==> src/rtl/uart_pkg.sv <==
// Constants, FSM state encoding and parity helper shared by the UART transmitter and receiver.
package uart_pkg;

  localparam int DATA_BITS  = 8;
  localparam int FRAME_BITS = 11;

  typedef enum logic [2:0] {
    ST_IDLE   = 3'd0,
    ST_START  = 3'd1,
    ST_DATA   = 3'd2,
    ST_PARITY = 3'd3,
    ST_STOP   = 3'd4
  } uart_state_t;

  function automatic logic even_parity(input logic [DATA_BITS-1:0] d);
    return ^d;
  endfunction

endpackage

==> src/rtl/uart_fifo.sv <==
// Show-ahead circular buffer; rdata always presents the oldest entry while not empty.
module uart_fifo #(
  parameter int WIDTH = 8,
  parameter int DEPTH = 4
) (
  input  logic                     clk,
  input  logic                     rst,
  input  logic                     push,
  input  logic [WIDTH-1:0]         wdata,
  input  logic                     pop,
  output logic [WIDTH-1:0]         rdata,
  output logic                     full,
  output logic                     empty,
  output logic [$clog2(DEPTH):0]   count
);

  localparam int AW = $clog2(DEPTH);
  localparam int CW = AW + 1;

  logic [WIDTH-1:0] mem [DEPTH];
  logic [AW-1:0]    wr_ptr;
  logic [AW-1:0]    rd_ptr;
  logic             push_ok;
  logic             pop_ok;

  assign full    = (count == CW'(DEPTH));
  assign empty   = (count == '0);
  assign push_ok = push && !full;
  assign pop_ok  = pop && !empty;
  assign rdata   = mem[rd_ptr];

  // Storage needs no reset: an entry is only read after it has been written.
  always_ff @(posedge clk) begin
    if (push_ok) begin
      mem[wr_ptr] <= wdata;
    end
  end

  always_ff @(posedge clk) begin
    if (rst) begin
      wr_ptr <= '0;
      rd_ptr <= '0;
      count  <= '0;
    end else begin
      if (push_ok) begin
        wr_ptr <= wr_ptr + 1'b1;
      end
      if (pop_ok) begin
        rd_ptr <= rd_ptr + 1'b1;
      end
      case ({push_ok, pop_ok})
        2'b10:   count <= count + 1'b1;
        2'b01:   count <= count - 1'b1;
        default: count <= count;
      endcase
    end
  end

endmodule

==> src/rtl/uart_tx.sv <==
// UART transmitter: buffered bytes sent as start, 8 data LSB first, even parity, stop.
//
// state     | meaning
// ST_IDLE   | line high, waiting for a buffered byte
// ST_START  | start bit (0) for one bit period
// ST_DATA   | eight data bits, LSB first, one period each
// ST_PARITY | even parity of the byte
// ST_STOP   | stop bit (1); chains straight into the next START if data is waiting
module uart_tx
  import uart_pkg::*;
#(
  parameter int CLOCK_RATE = 100000000,
  parameter int BAUD_RATE  = 115200,
  parameter int FIFO_DEPTH = 4
) (
  input  logic       clk,
  input  logic       rst,
  input  logic [7:0] data,
  input  logic       valid,
  output logic       ready,
  output logic       tx,
  output logic       busy
);

  localparam int BIT_CLKS = CLOCK_RATE / BAUD_RATE;
  localparam int CNT_W    = (BIT_CLKS > 1) ? $clog2(BIT_CLKS) : 1;
  localparam int IDX_W    = $clog2(DATA_BITS);
  localparam int OCC_W    = $clog2(FIFO_DEPTH) + 1;
  localparam logic [CNT_W-1:0] BIT_LAST = CNT_W'(BIT_CLKS - 1);
  localparam logic [IDX_W-1:0] IDX_LAST = IDX_W'(DATA_BITS - 1);

  uart_state_t          state;
  logic [CNT_W-1:0]     baud_cnt;
  logic [IDX_W-1:0]     bit_idx;
  logic [DATA_BITS-1:0] shreg;
  logic                 par_bit;
  logic                 line_bit;
  logic                 baud_tc;
  logic                 pop;
  logic                 fifo_full;
  logic                 fifo_empty;
  logic [OCC_W-1:0]     fifo_count;
  logic [DATA_BITS-1:0] fifo_rdata;

  uart_fifo #(
    .WIDTH (DATA_BITS),
    .DEPTH (FIFO_DEPTH)
  ) u_fifo (
    .clk   (clk),
    .rst   (rst),
    .push  (valid),
    .wdata (data),
    .pop   (pop),
    .rdata (fifo_rdata),
    .full  (fifo_full),
    .empty (fifo_empty),
    .count (fifo_count)
  );

  assign ready   = !fifo_full;
  assign busy    = (state != ST_IDLE) || (fifo_count != '0);
  assign baud_tc = (baud_cnt == '0);

  // A new frame is fetched from idle, or at the very end of a stop bit so frames abut.
  assign pop = !fifo_empty &&
               ((state == ST_IDLE) || ((state == ST_STOP) && baud_tc));

  always_comb begin
    line_bit = 1'b1;
    case (state)
      ST_IDLE:   line_bit = 1'b1;
      ST_START:  line_bit = 1'b0;
      ST_DATA:   line_bit = shreg[0];
      ST_PARITY: line_bit = par_bit;
      ST_STOP:   line_bit = 1'b1;
      default:   line_bit = 1'b1;
    endcase
  end

  always_ff @(posedge clk) begin
    if (rst) begin
      state    <= ST_IDLE;
      baud_cnt <= '0;
      bit_idx  <= '0;
      shreg    <= '0;
      par_bit  <= 1'b0;
      tx       <= 1'b1;
    end else begin
      tx <= line_bit;
      if (pop) begin
        shreg    <= fifo_rdata;
        par_bit  <= even_parity(fifo_rdata);
        baud_cnt <= BIT_LAST;
        bit_idx  <= '0;
        state    <= ST_START;
      end else if (state != ST_IDLE) begin
        if (!baud_tc) begin
          baud_cnt <= baud_cnt - 1'b1;
        end else begin
          baud_cnt <= BIT_LAST;
          case (state)
            ST_START: state <= ST_DATA;
            ST_DATA: begin
              shreg   <= shreg >> 1;
              bit_idx <= bit_idx + 1'b1;
              if (bit_idx == IDX_LAST) begin
                state <= ST_PARITY;
              end
            end
            ST_PARITY: state <= ST_STOP;
            ST_STOP:   state <= ST_IDLE;
            default:   state <= ST_IDLE;
          endcase
        end
      end
    end
  end

endmodule

==> config.mk <==
export PLATFORM = sky130hd
export DESIGN_NAME = uart_tx
export DESIGN_NICKNAME = d
export VERILOG_FILES = /design/src/rtl/uart_pkg.sv /design/src/rtl/uart_fifo.sv /design/src/rtl/uart_tx.sv
export SDC_FILE = /design/constraint.sdc
export NUM_CORES = 1
export LEC_CHECK = 0
export CAP_MARGIN = 20
export CORE_UTILIZATION = 30
export DETAILED_ROUTE_END_ITERATION = 12
export HOLD_SLACK_MARGIN = 0.15
export PLACE_DENSITY = 0.46
export SKIP_LAST_GASP = 1
export SYNTH_ARGS = -nofsm -noshare
export SYNTH_HDL_FRONTEND = slang
export SYNTH_SLANG_ARGS = --single-unit
==> constraint.sdc <==
create_clock -name clk -period 2.9 [get_ports clk]
set_clock_uncertainty 0.2 [all_clocks]
set_input_delay 0.725 -clock clk [delete_from_list [all_inputs] [get_ports clk]]
set_output_delay 0.725 -clock clk [all_outputs]
set_load 0.02 [all_outputs]
==> key figures, run 1 <==
Worst setup path
  • Crit path capture type: register
  • Critical path startpoint: baud_cnt[1]$_SDFFE_PP0P_
  • Req. time, crit path: 2.97 ns
  • Worst setup path class: reg2reg
  • Worst Setup EP: u_fifo.count[2]$_SDFFE_PP0P_
  • Crit-path most repeated cell: inv_1
  • Type of origin of the critical path: register
  • Setup slack, reg-to-reg: 0.13 ns
  • Crit-path max FO: 5
  • Critical Path Max Stage Delay: 0.50 ns
  • RR Startpoint: baud_cnt[1]$_SDFFE_PP0P_
  • RR Endpoint: u_fifo.count[2]$_SDFFE_PP0P_
  • Critical Path AT: 2.84 ns
  • R2R cell count: 11
  • Cell Chain, Critical Path: inv_1 -> ha_1 -> or4b_4 -> o31ai_4 -> and2_4 -> ha_4 -> inv_1 -> fa_2 -> xor2_1 -> or3_1 -> a21oi_2
  • Slowest CP cell: or4b_4

Logic synthesis
  • EDFF count, synth: 32
  • Cells after Synth: 245
  • Mux contribution to synthesized area: 9.07%
  • Synth Flop Type: dfxtp_1
  • Seq/Total Area, Yosys: 55.8%
  • Post-synthesis xor/xnor area fraction: 5.00%
  • Synth unique cells: 41
  • Avg Inst Size Synth: 12.2 µm²
  • Compound-cell area share of the yosys netlist: 9.78%
  • Area share of fa/ha/maj cells after synthesis: 4.45%
  • FFs w/ async S/R, synth: 0%
  • Largest family of logic cells by synthesized area: simple AND/OR/NAND/NOR gates
  • Mapped Area: 2980 µm²
  • Post-Synth Simple-Gate Area: 12.0%
  • Post-Syn Nets: 266
  • Yosys warning total: 0
  • #FFs+latches synth: 67

Timing
  • RSZ-0062 raised after global routing: no
  • Final hold violations: 0
  • Fin crit share: 95.4%
  • Final WS setup: 0.133 ns
  • Setup-failing EPs final: 0
  • Min Clock Period, post-route: 2.77 ns
  • Worst-Margin Slew: 0.586 ns
  • Slew margin rel.: 60.9%
  • Fmax: 0.361 GHz
  • Pins Over Slew Limit: 0

Clocking
  • CTS tree: done
  • Number of clock sinks: 67
  • Worst-path clk slew: 0.08 ns
  • Post-CTS Resized: 0
  • CTS buffer count: 9
  • Max clock buf depth: 2
  • CTS root buf: clkbuf_8
  • Hold buffers post-CTS: 0
  • Clk_lat worst skew: 0.34 ns
  • Post-CTS Setup Inserts: 0
  • Htree depth: 3

Power
  • PD cells: 1020 nW/µm²
  • Leakage: 1.20 nW
  • Overall power: 3.58 mW
  • Max VDD drop: 0.000344 V

Cells and area
  • Most common cell after layout, fill and taps aside: dfxtp_1
  • Share of layout cells above drive strength 1: 18.0%
  • Growth of design area from synthesis to finish: 17.3%
  • NumNets Final: 288
  • Most frequent cells in the layout: dfxtp_1, edfxtp_1, nor2_1
  • Finished Cell Area: 3500 µm²
  • Ant. Diodes: 0

Route
  • Avg WL per Cell: 14.1 µm
  • Vias: 1874
  • Routed WL: 5690 µm
  • DRT iter0 DRCs: 47
  • DR vias/cell: 4.63
  • DRC viols: 0
  • Routed Antenna Nets: 0
  • DR pass1 iterations: 4

Floorplanning
  • I/O pin count: 14
  • Die Footprint: 10300 µm²
  • Row cnt: 36
  • Die height: 102 µm
  • Die extent in x: 102 µm
  • Starting Density: 30.8%
  • Core area: 9680 µm²

GRT
  • First-pass GRT wire length: 9670 µm
  • Initial antenna violation count: 0
  • Vias in the first global route: 1901
  • Total global-route track usage: 12.6%
  • Largest net degree at the start of global routing: 26
  • Total gr overflow: 0

Placement
  • Detailed Place HPWL: 3850 µm
  • Number of port buffers: 13
  • Gpl congestion: 0.737
  • Worst slack at placement: 0.0398 ns
  • DP Area: 3300 µm²

Run status
  • Status: finished, final reports clean

Hold path
  • Hold crit path type: reg2reg
  • Hold path start: u_fifo.wr_ptr[1]$_SDFFE_PP0P_

Job
  • Maxcap violations: 0
==> Yosys cell counts (2+ instances only) <==
| library cell | count | area [µm²] |
|---|---|---|
| a211oi_1 | 9 | 67.6 |
| a21oi_1 | 18 | 90.1 |
| a311oi_1 | 5 | 43.8 |
| and2_1 | 3 | 18.8 |
| and3_1 | 5 | 31.3 |
| buf_4 | 2 | 15.0 |
| clkbuf_1 | 8 | 30.0 |
| dfxtp_1 | 35 | 701 |
| edfxtp_1 | 32 | 961 |
| ha_1 | 9 | 113 |
| inv_1 | 8 | 30.0 |
| mux2i_1 | 9 | 90.1 |
| mux4_2 | 8 | 180 |
| nand2_1 | 9 | 33.8 |
| nand3_1 | 5 | 25.0 |
| nor2_1 | 21 | 78.8 |
| nor3_1 | 10 | 50.1 |
| nor4_1 | 4 | 25.0 |
| o21ai_0 | 4 | 20.0 |
| or2_2 | 2 | 12.5 |
| or3_1 | 4 | 25.0 |
| xnor2_1 | 12 | 105 |
| xor2_1 | 5 | 43.8 |
==> per-layer routing <==
layer	track usage, %	wire [µm]	up-vias
li1	-	-	949
met1	16.3	2850	899
met2	19.7	2610	19
met3	3.93	149	7
met4	4.91	80	0
met5	0	0	-
==> where the power goes <==
group	leakage [nW]	internal, mW	switching [mW]
logic	0.521	0.703	0.770
clock network	0.0966	0.394	0.364
registers	0.581	1.19	0.164
total	1.20	2.28	1.30
==> how the worst min path moves through the flow <==
stage                                    end  depth (start not counted)
3_5_place_dp   u_fifo.wr_ptr[1]$_SDFFE_PP0P_                          2
4_1_cts        u_fifo.wr_ptr[1]$_SDFFE_PP0P_                          2
3_3_place_gp   u_fifo.wr_ptr[1]$_SDFFE_PP0P_                          2
5_1_grt        u_fifo.wr_ptr[1]$_SDFFE_PP0P_                          2
2_1_floorplan       baud_cnt[0]$_SDFFE_PP0P_                          1
6_report       u_fifo.wr_ptr[1]$_SDFFE_PP0P_                          2
==> cells by family after synthesis <==
family          after synthesis
xor+xnor                     17
flops                        67
compound gates               42
fa+ha+maj                    10
mux                          17
simple gates                 69
buf+inv                      23
==> stage by stage <==
| stage | utilization, % | instances | setup TNS, ns | hold WS, ns |
|---|---|---|---|---|
| final | 36.1 | 405 | 0 | 0.307 |
| after global routing | 36.1 | 405 | 0 | 0.355 |
| after CTS | 36.0 | 405 | 0 | 0.310 |
| after detailed placement | 34.1 | 389 | 0 | 0.299 |
| after global placement | 34.1 | 389 | 0 | 0.295 |
| after floorplan | - | 245 | -0.103 | 0.260 |
==> layout make-up <==
type,count,area [µm²]
Fill cell,958,6190
Sequential cell,67,1660
Multi-Input combinational cell,155,1220
Timing Repair Buffer,25,220
Tap cell,133,166
Clock buffer,9,124
Clock inverter,7,68.8
Inverter,9,33.8
==> flip-flops by register name (all words and copies together) (netlist names), named ones only <==
signal / cells
baud_cnt: 10
tx: 1
u_fifo.count: 3
u_fifo.wr_ptr: 2
par_bit: 1
bit_idx: 3
state: 3
u_fifo.rd_ptr: 2
shreg: 8
u_fifo.mem: 32
==> worst max-delay path, delay by kind of cell (launching register included) <==
family | cells | cell delay [ns]
buffers and inverters | 2 | 0.11
xor gates and xnor gates | 1 | 0.15
adders and majority gates | 3 | 0.59
DFF | 1 | 0.31
AOI/OAI and AO/OA | 2 | 0.32
and+or+nand+nor | 3 | 1.02
Note: power is estimated with default switching activity, not from simulation.
==> run 2: changes to the inputs <==
- CELL_PAD_IN_SITES_DETAIL_PLACEMENT: unset -> 1
- CELL_PAD_IN_SITES_GLOBAL_PLACEMENT: unset -> 2
- DONT_BUFFER_PORTS: unset -> 1
- PLACE_DENSITY: 0.46 -> 0.59
==> run 2 against run 1 <==
Compared with the run above: global-route usage rose by 0.77 points; largest power group unchanged; first-iteration DRC count down 32%; final area is 3.0% lower; die area did not move.
==> key figures, run 2 (synthesized netlist as in run 1, its figures left out) <==
Clocking
  • Clk_lat worst skew: 0.35 ns (about the same)
  • CTS tree: done
  • CTS root buf: clkbuf_8
  • Max clock buf depth: 2 (unchanged)
  • Htree depth: 3 (unchanged)
  • Worst-path clk slew: 0.08 ns (about the same)
  • Number of clock sinks: 67 (unchanged)
  • CTS buffer count: 9 (unchanged)
  • Post-CTS Setup Inserts: 0 (unchanged)

GRT
  • Total gr overflow: 0 (unchanged)
  • Vias in the first global route: 1998 (+5.1%)
  • Largest net degree at the start of global routing: 32 (+23%)
  • First-pass GRT wire length: 10100 µm (+4.7%)
  • Total global-route track usage: 13.4% (+0.77 points)
  • Initial antenna violation count: 0 (unchanged)

Cells and area
  • Max FFs per register: 32 (unchanged)
  • # fillers: 1061 (+11%)
  • Non-Filler Instances: 394 (-2.7%)
  • Ant. Diodes: 0 (unchanged)
  • Register area: 1660 µm² (unchanged)
  • Share of layout cells above drive strength 1: 19.9% (+1.9 points)
  • Biggest regs: u_fifo.mem (32), baud_cnt (10), shreg (8)
  • Most frequent cells in the layout: dfxtp_1, edfxtp_1, nor2_1
  • Most common cell after layout, fill and taps aside: dfxtp_1
  • NumNets Final: 277 (-3.8%)
  • Biggest register: u_fifo.mem
  • Fin util: 35.0% (-1.1 points)
  • Finished Cell Area: 3390 µm² (-3.0%)
  • Growth of design area from synthesis to finish: 13.9%
  • Area of the multi-input gates: 1220 µm² (unchanged)

Worst setup path
  • Crit path capture type: register
  • Critical Path AT: 2.91 ns (+0.07 ns)
  • RR Endpoint: u_fifo.count[2]$_SDFFE_PP0P_
  • Critical path startpoint: baud_cnt[1]$_SDFFE_PP0P_
  • Req. time, crit path: 2.99 ns (+0.02 ns)
  • Crit-path max FO: 5 (unchanged)
  • Worst setup path class: reg2reg
  • R2R cell count: 11 (unchanged)
  • Type of origin of the critical path: register
  • RR Startpoint: baud_cnt[1]$_SDFFE_PP0P_
  • Setup slack, reg-to-reg: 0.08 ns (-0.06 ns)

Power
  • Max VDD drop: 0.000354 V (+2.9%)
  • Leakage: 1.16 nW (-2.9%)
  • Overall power: 3.66 mW (+2.1%)
  • PD cells: 1080 nW/µm² (+5.2%)

Floorplanning
  • Die height: 102 µm (unchanged)
  • I/O pin count: 14 (unchanged)
  • Core area: 9680 µm² (unchanged)
  • Die extent in x: 102 µm (unchanged)
  • Starting Density: 30.8% (unchanged)
  • Die Footprint: 10300 µm² (unchanged)
  • Row cnt: 36 (unchanged)

Timing
  • Setup-failing EPs final: 0 (unchanged)
  • Final hold slack: 0.245 ns (-0.0616 ns)
  • Min Clock Period, post-route: 2.82 ns (+0.0562 ns)
  • Slew margin rel.: 61.5% (+0.66 points)
  • Setup TNS: 0 ns (unchanged)
  • Pins Over Slew Limit: 0 (unchanged)
  • Worst-Margin Slew: 0.576 ns (-0.00990 ns)
  • Fin crit share: 97.4% (+1.9 points)
  • RSZ-0062 raised after global routing: yes
  • Final WS setup: 0.0766 ns (-0.0562 ns)
  • Fmax: 0.354 GHz (-2.0%)
  • Final hold violations: 0 (unchanged)

Placement
  • Worst slack at placement: 0.0272 ns (-0.0126 ns)
  • Gpl congestion: 0.697 (-5.4%)
  • DP Area: 3180 µm² (-3.5%)
  • Detailed Place HPWL: 4360 µm (+13%)
  • Dpl cells: 378 (-2.8%)
  • Number of port buffers: 0 (-13)

Run status
  • Status: finished, final reports clean

Route
  • Routed Antenna Nets: 0 (unchanged)
  • DR pass1 iterations: 4 (unchanged)
  • Routed WL: 6280 µm (+10%)
  • DR vias/cell: 4.76 (+2.8%)
  • DRT iter0 DRCs: 32 (-32%)
  • DRC viols: 0 (unchanged)
  • Avg WL per Cell: 15.9 µm (+13%)
  • Vias: 1874 (unchanged)

Hold path
  • Hold Path End: state[2]$_SDFFE_PP0P_
  • Hold crit path type: in2reg
  • Hold Path Depth: 1 (-1)
  • Hold path start: rst

Job
  • Maxcap violations: 0 (unchanged)
## run 2: worst max path at each step
stage                                               to  slack [ns]  cells past startpoint
final                     u_fifo.count[2]$_SDFFE_PP0P_        0.08                     11
after global routing      u_fifo.count[2]$_SDFFE_PP0P_       -0.04                     11
after CTS                 u_fifo.count[2]$_SDFFE_PP0P_        0.03                     11
after detailed placement  u_fifo.count[2]$_SDFFE_PP0P_        0.03                     11
after global placement    u_fifo.count[2]$_SDFFE_PP0P_        0.04                     11
after floorplan           u_fifo.count[2]$_SDFFE_PP0P_       -0.10                     13
## run 2: power by group
part           switching [mW]  internal [mW]
clock network           0.405          0.411
logic                   0.813          0.689
registers               0.151           1.19
## run 2: layout make-up
type | instances | share of cell area [%]
clock buffer | 9 | 3.65
clock inverter | 7 | 2.36
inverter | 9 | 0.996
multi-input combinational | 155 | 36.0
sequential | 67 | 49.0
tap | 133 | 4.90
timing repair buffer | 14 | 3.10
## run 2: layer usage
| metal | vias to the layer above | track usage (%) | part of all wire, % |
|---|---|---|---|
| met3 | 7 | 4.28 | 3.3 |
| met1 | 923 | 17.1 | 48 |
| li1 | 922 | - | - |
| met5 | - | 0 | 0 |
| met2 | 22 | 20.9 | 47 |
| met4 | 0 | 5.35 | 1.2 |
## run 2: repair_timing
| action | in CTS | in global routing |
|---|---|---|
| endpoints found under the hold margin | 0 | 0 |
| pin swaps | 0 | 1 |
| hold buffers | 0 | 0 |
| endpoints found under the setup margin | 1 | 1 |
| resized for setup | 1 | 1 |
## run 2: worst max-delay path, cell delays in order, from the launching register on
cell and delay (ns):
dfxtp_1 0.32, inv_1 0.07, ha_1 0.15, or4b_4 0.51, o31ai_4 0.22, and2_4 0.20, ha_4 0.13, inv_1 0.05
fa_2 0.33, xor2_1 0.16, or3_1 0.33, a21oi_2 0.11
==> run 3: changes to the inputs <==
- CTS_BUF_LIST: unset -> sky130_fd_sc_hd__clkbuf_2
- HOLD_SLACK_MARGIN: 0.15 -> 0.1
- SLEW_MARGIN: unset -> 20
==> run 3 against run 2 <==
Compared with the run above: sequential share of layout area decreased by 0.29 points; clock-buffer cell count unchanged; register-to-register slack is essentially flat; critical path depth unchanged; global-route usage is 0.19 points higher; first-iteration DRC count grew 13%; combinational power about the same; fmax is essentially flat; sequential cell count unchanged; sequential power about the same; total power fell by 5.1%; critical endpoint unchanged.
==> key figures, run 3 (synthesized netlist as in run 1, its figures left out) <==
Worst setup path
  • Critical path startpoint: baud_cnt[1]$_SDFFE_PP0P_
  • Critical Path Max Stage Delay: 0.50 ns (about the same)
  • Worst setup path class: reg2reg
  • Type of origin of the critical path: register
  • Critical Path AT: 3.11 ns (+0.20 ns)
  • Slowest CP cell: or4b_4
  • Crit-path max FO: 5 (unchanged)
  • Cell Chain, Critical Path: inv_1 -> ha_1 -> or4b_4 -> o31ai_4 -> and2_4 -> ha_4 -> inv_1 -> fa_2 -> xor2_1 -> or3_1 -> a21oi_2
  • RR Startpoint: baud_cnt[1]$_SDFFE_PP0P_
  • Crit-path most repeated cell: inv_1
  • Req. time, crit path: 3.18 ns (+0.19 ns)
  • Crit path capture type: register

GRT
  • Vias in the first global route: 1995 (-0.15%)
  • Largest net degree at the start of global routing: 31 (-3.1%)
  • Total gr overflow: 0 (unchanged)
  • First-pass GRT wire length: 10300 µm (+1.8%)
  • Initial antenna violation count: 0 (unchanged)
  • Total global-route track usage: 13.6% (+0.19 points)

Cells and area
  • Ant. Diodes: 0 (unchanged)
  • Biggest regs: u_fifo.mem (32), baud_cnt (10), shreg (8)
  • Most frequent cells in the layout: dfxtp_1, edfxtp_1, nor2_1
  • Register area: 1660 µm² (about the same)
  • Most common cell after layout, fill and taps aside: dfxtp_1
  • Area of the multi-input gates: 1220 µm² (unchanged)
  • NumNets Final: 286 (+3.2%)
  • Max FFs per register: 32 (unchanged)
  • Finished Cell Area: 3420 µm² (+0.66%)
  • # fillers: 1070 (+0.85%)
  • Growth of design area from synthesis to finish: 14.6%
  • Biggest register: u_fifo.mem
  • Share of layout cells above drive strength 1: 20.0% (+0.077 points)

Route
  • DR pass1 iterations: 6 (+2)
  • DRC viols: 0 (unchanged)
  • Routed Antenna Nets: 0 (unchanged)
  • Avg WL per Cell: 15.8 µm (-1.1%)
  • DR vias/cell: 4.75 (-0.15%)
  • Routed WL: 6350 µm (+1.1%)
  • DRT iter0 DRCs: 36 (+13%)
  • Vias: 1914 (+2.1%)

Floorplanning
  • Core area: 9680 µm² (unchanged)
  • Die extent in x: 102 µm (unchanged)
  • I/O pin count: 14 (unchanged)
  • Row cnt: 36 (unchanged)
  • Die Footprint: 10300 µm² (unchanged)
  • Starting Density: 30.8% (unchanged)
  • Die height: 102 µm (unchanged)

Timing
  • RSZ-0062 raised after global routing: yes
  • Final hold violations: 0 (unchanged)
  • Final hold slack: 0.210 ns (-0.0355 ns)
  • Min Clock Period, post-route: 2.83 ns (+0.00280 ns)
  • Worst-Margin Slew: 0.559 ns (-0.0171 ns)
  • Pins Over Slew Limit: 0 (unchanged)
  • Fin crit share: 97.5% (about the same)
  • Fmax: 0.354 GHz (about the same)
  • Slew margin rel.: 62.7% (+1.1 points)
  • Setup-failing EPs final: 0 (unchanged)

Clocking
  • Max clock buf depth: 2 (unchanged)
  • CTS buffer count: 9 (unchanged)
  • Worst-path clk slew: 0.23 ns (+0.15 ns)
  • CTS tree: done
  • Number of clock sinks: 67 (unchanged)
  • Clk_lat worst skew: 0.53 ns (+0.18 ns)
  • Post-CTS Setup Inserts: 0 (unchanged)
  • Htree depth: 3 (unchanged)
  • CTS root buf: clkbuf_2

Job
  • Maxcap violations: 0 (unchanged)

Placement
  • DP Area: 3180 µm² (unchanged)
  • Detailed Place HPWL: 4360 µm (unchanged)
  • Gpl congestion: 0.697 (unchanged)
  • Number of port buffers: 0 (unchanged)

Run status
  • Status: finished, final reports clean

Power
  • PD cells: 1020 nW/µm² (-5.8%)
  • Leakage: 1.18 nW (+1.3%)
  • Overall power: 3.47 mW (-5.1%)
  • Max VDD drop: 0.000292 V (-18%)

Hold path
  • Hold crit path type: in2reg
  • Hold path start: rst
-- run 3: cell count changes in the layout (fill, tap and decap cells not counted), sizes merged --
cell,previous run,this run
buf,14,15
dlygate4sd3,0,8
-- run 3: layer usage --
layer	vias up	GRT usage, %	wire, µm
li1	940	-	-
met1	944	17.2	3070
met2	23	21.7	2980
met3	7	4.21	223
met4	0	5.02	78
met5	-	0	0
-- run 3: timing repair --
action,CTS,global route
setup endpoints to repair,1,1
pin swaps,0,1
resized for setup,1,2
hold buffers,9,0
hold endpoints to repair,63,0
-- run 3: per-stage QoR --
step	utilization, %	cells	setup slack, ns	setup TNS (ns)
floorplan	-	245	-0.103	-0.103
global route	35.3	403	-0.0413	-0.0413
detailed placement	32.9	378	0.0272	0
global placement	32.9	378	0.0395	0
finish	35.3	403	0.0739	0
CTS	35.2	403	0.0212	0
-- run 3: path summary, 6_finish.rpt --
kind	to	slack (ns)	cells after the start
max	u_fifo.count[2]$_SDFFE_PP0P_	0.07	11
min	baud_cnt[4]$_SDFFE_PP0P_	0.21	2
max reg2reg	u_fifo.count[2]$_SDFFE_PP0P_	0.07	11
min reg2reg	par_bit$_SDFFE_PP0P_	0.32	2
-- run 3: power breakdown --
group          total (mW)  switching [mW]  internal (mW)  leakage, nW
Combinational        1.52           0.824          0.699        0.522
Clock               0.607           0.394          0.213       0.0752
Sequential           1.34           0.150           1.19        0.582
-- run 3: final cells by class --
type	count	share of cell area [%]
Clock buffer	9	1.32
Clock inverter	7	2.34
Multi-Input combinational cell	155	35.8
Timing Repair Buffer	23	6.01
Inverter	9	0.989
Sequential cell	67	48.7
Tap cell	133	4.87
-- run 3: worst max-delay path: cells and delay by family (launching register included) --
family | cells | cell delay, ns
AO/OA/AOI/OAI | 2 | 0.33
XOR/XNOR | 1 | 0.16
adder cells (fa/ha/maj) | 3 | 0.62
buffers and inverters | 2 | 0.12
flip-flops | 1 | 0.36
AND/OR/NAND/NOR | 3 | 1.03
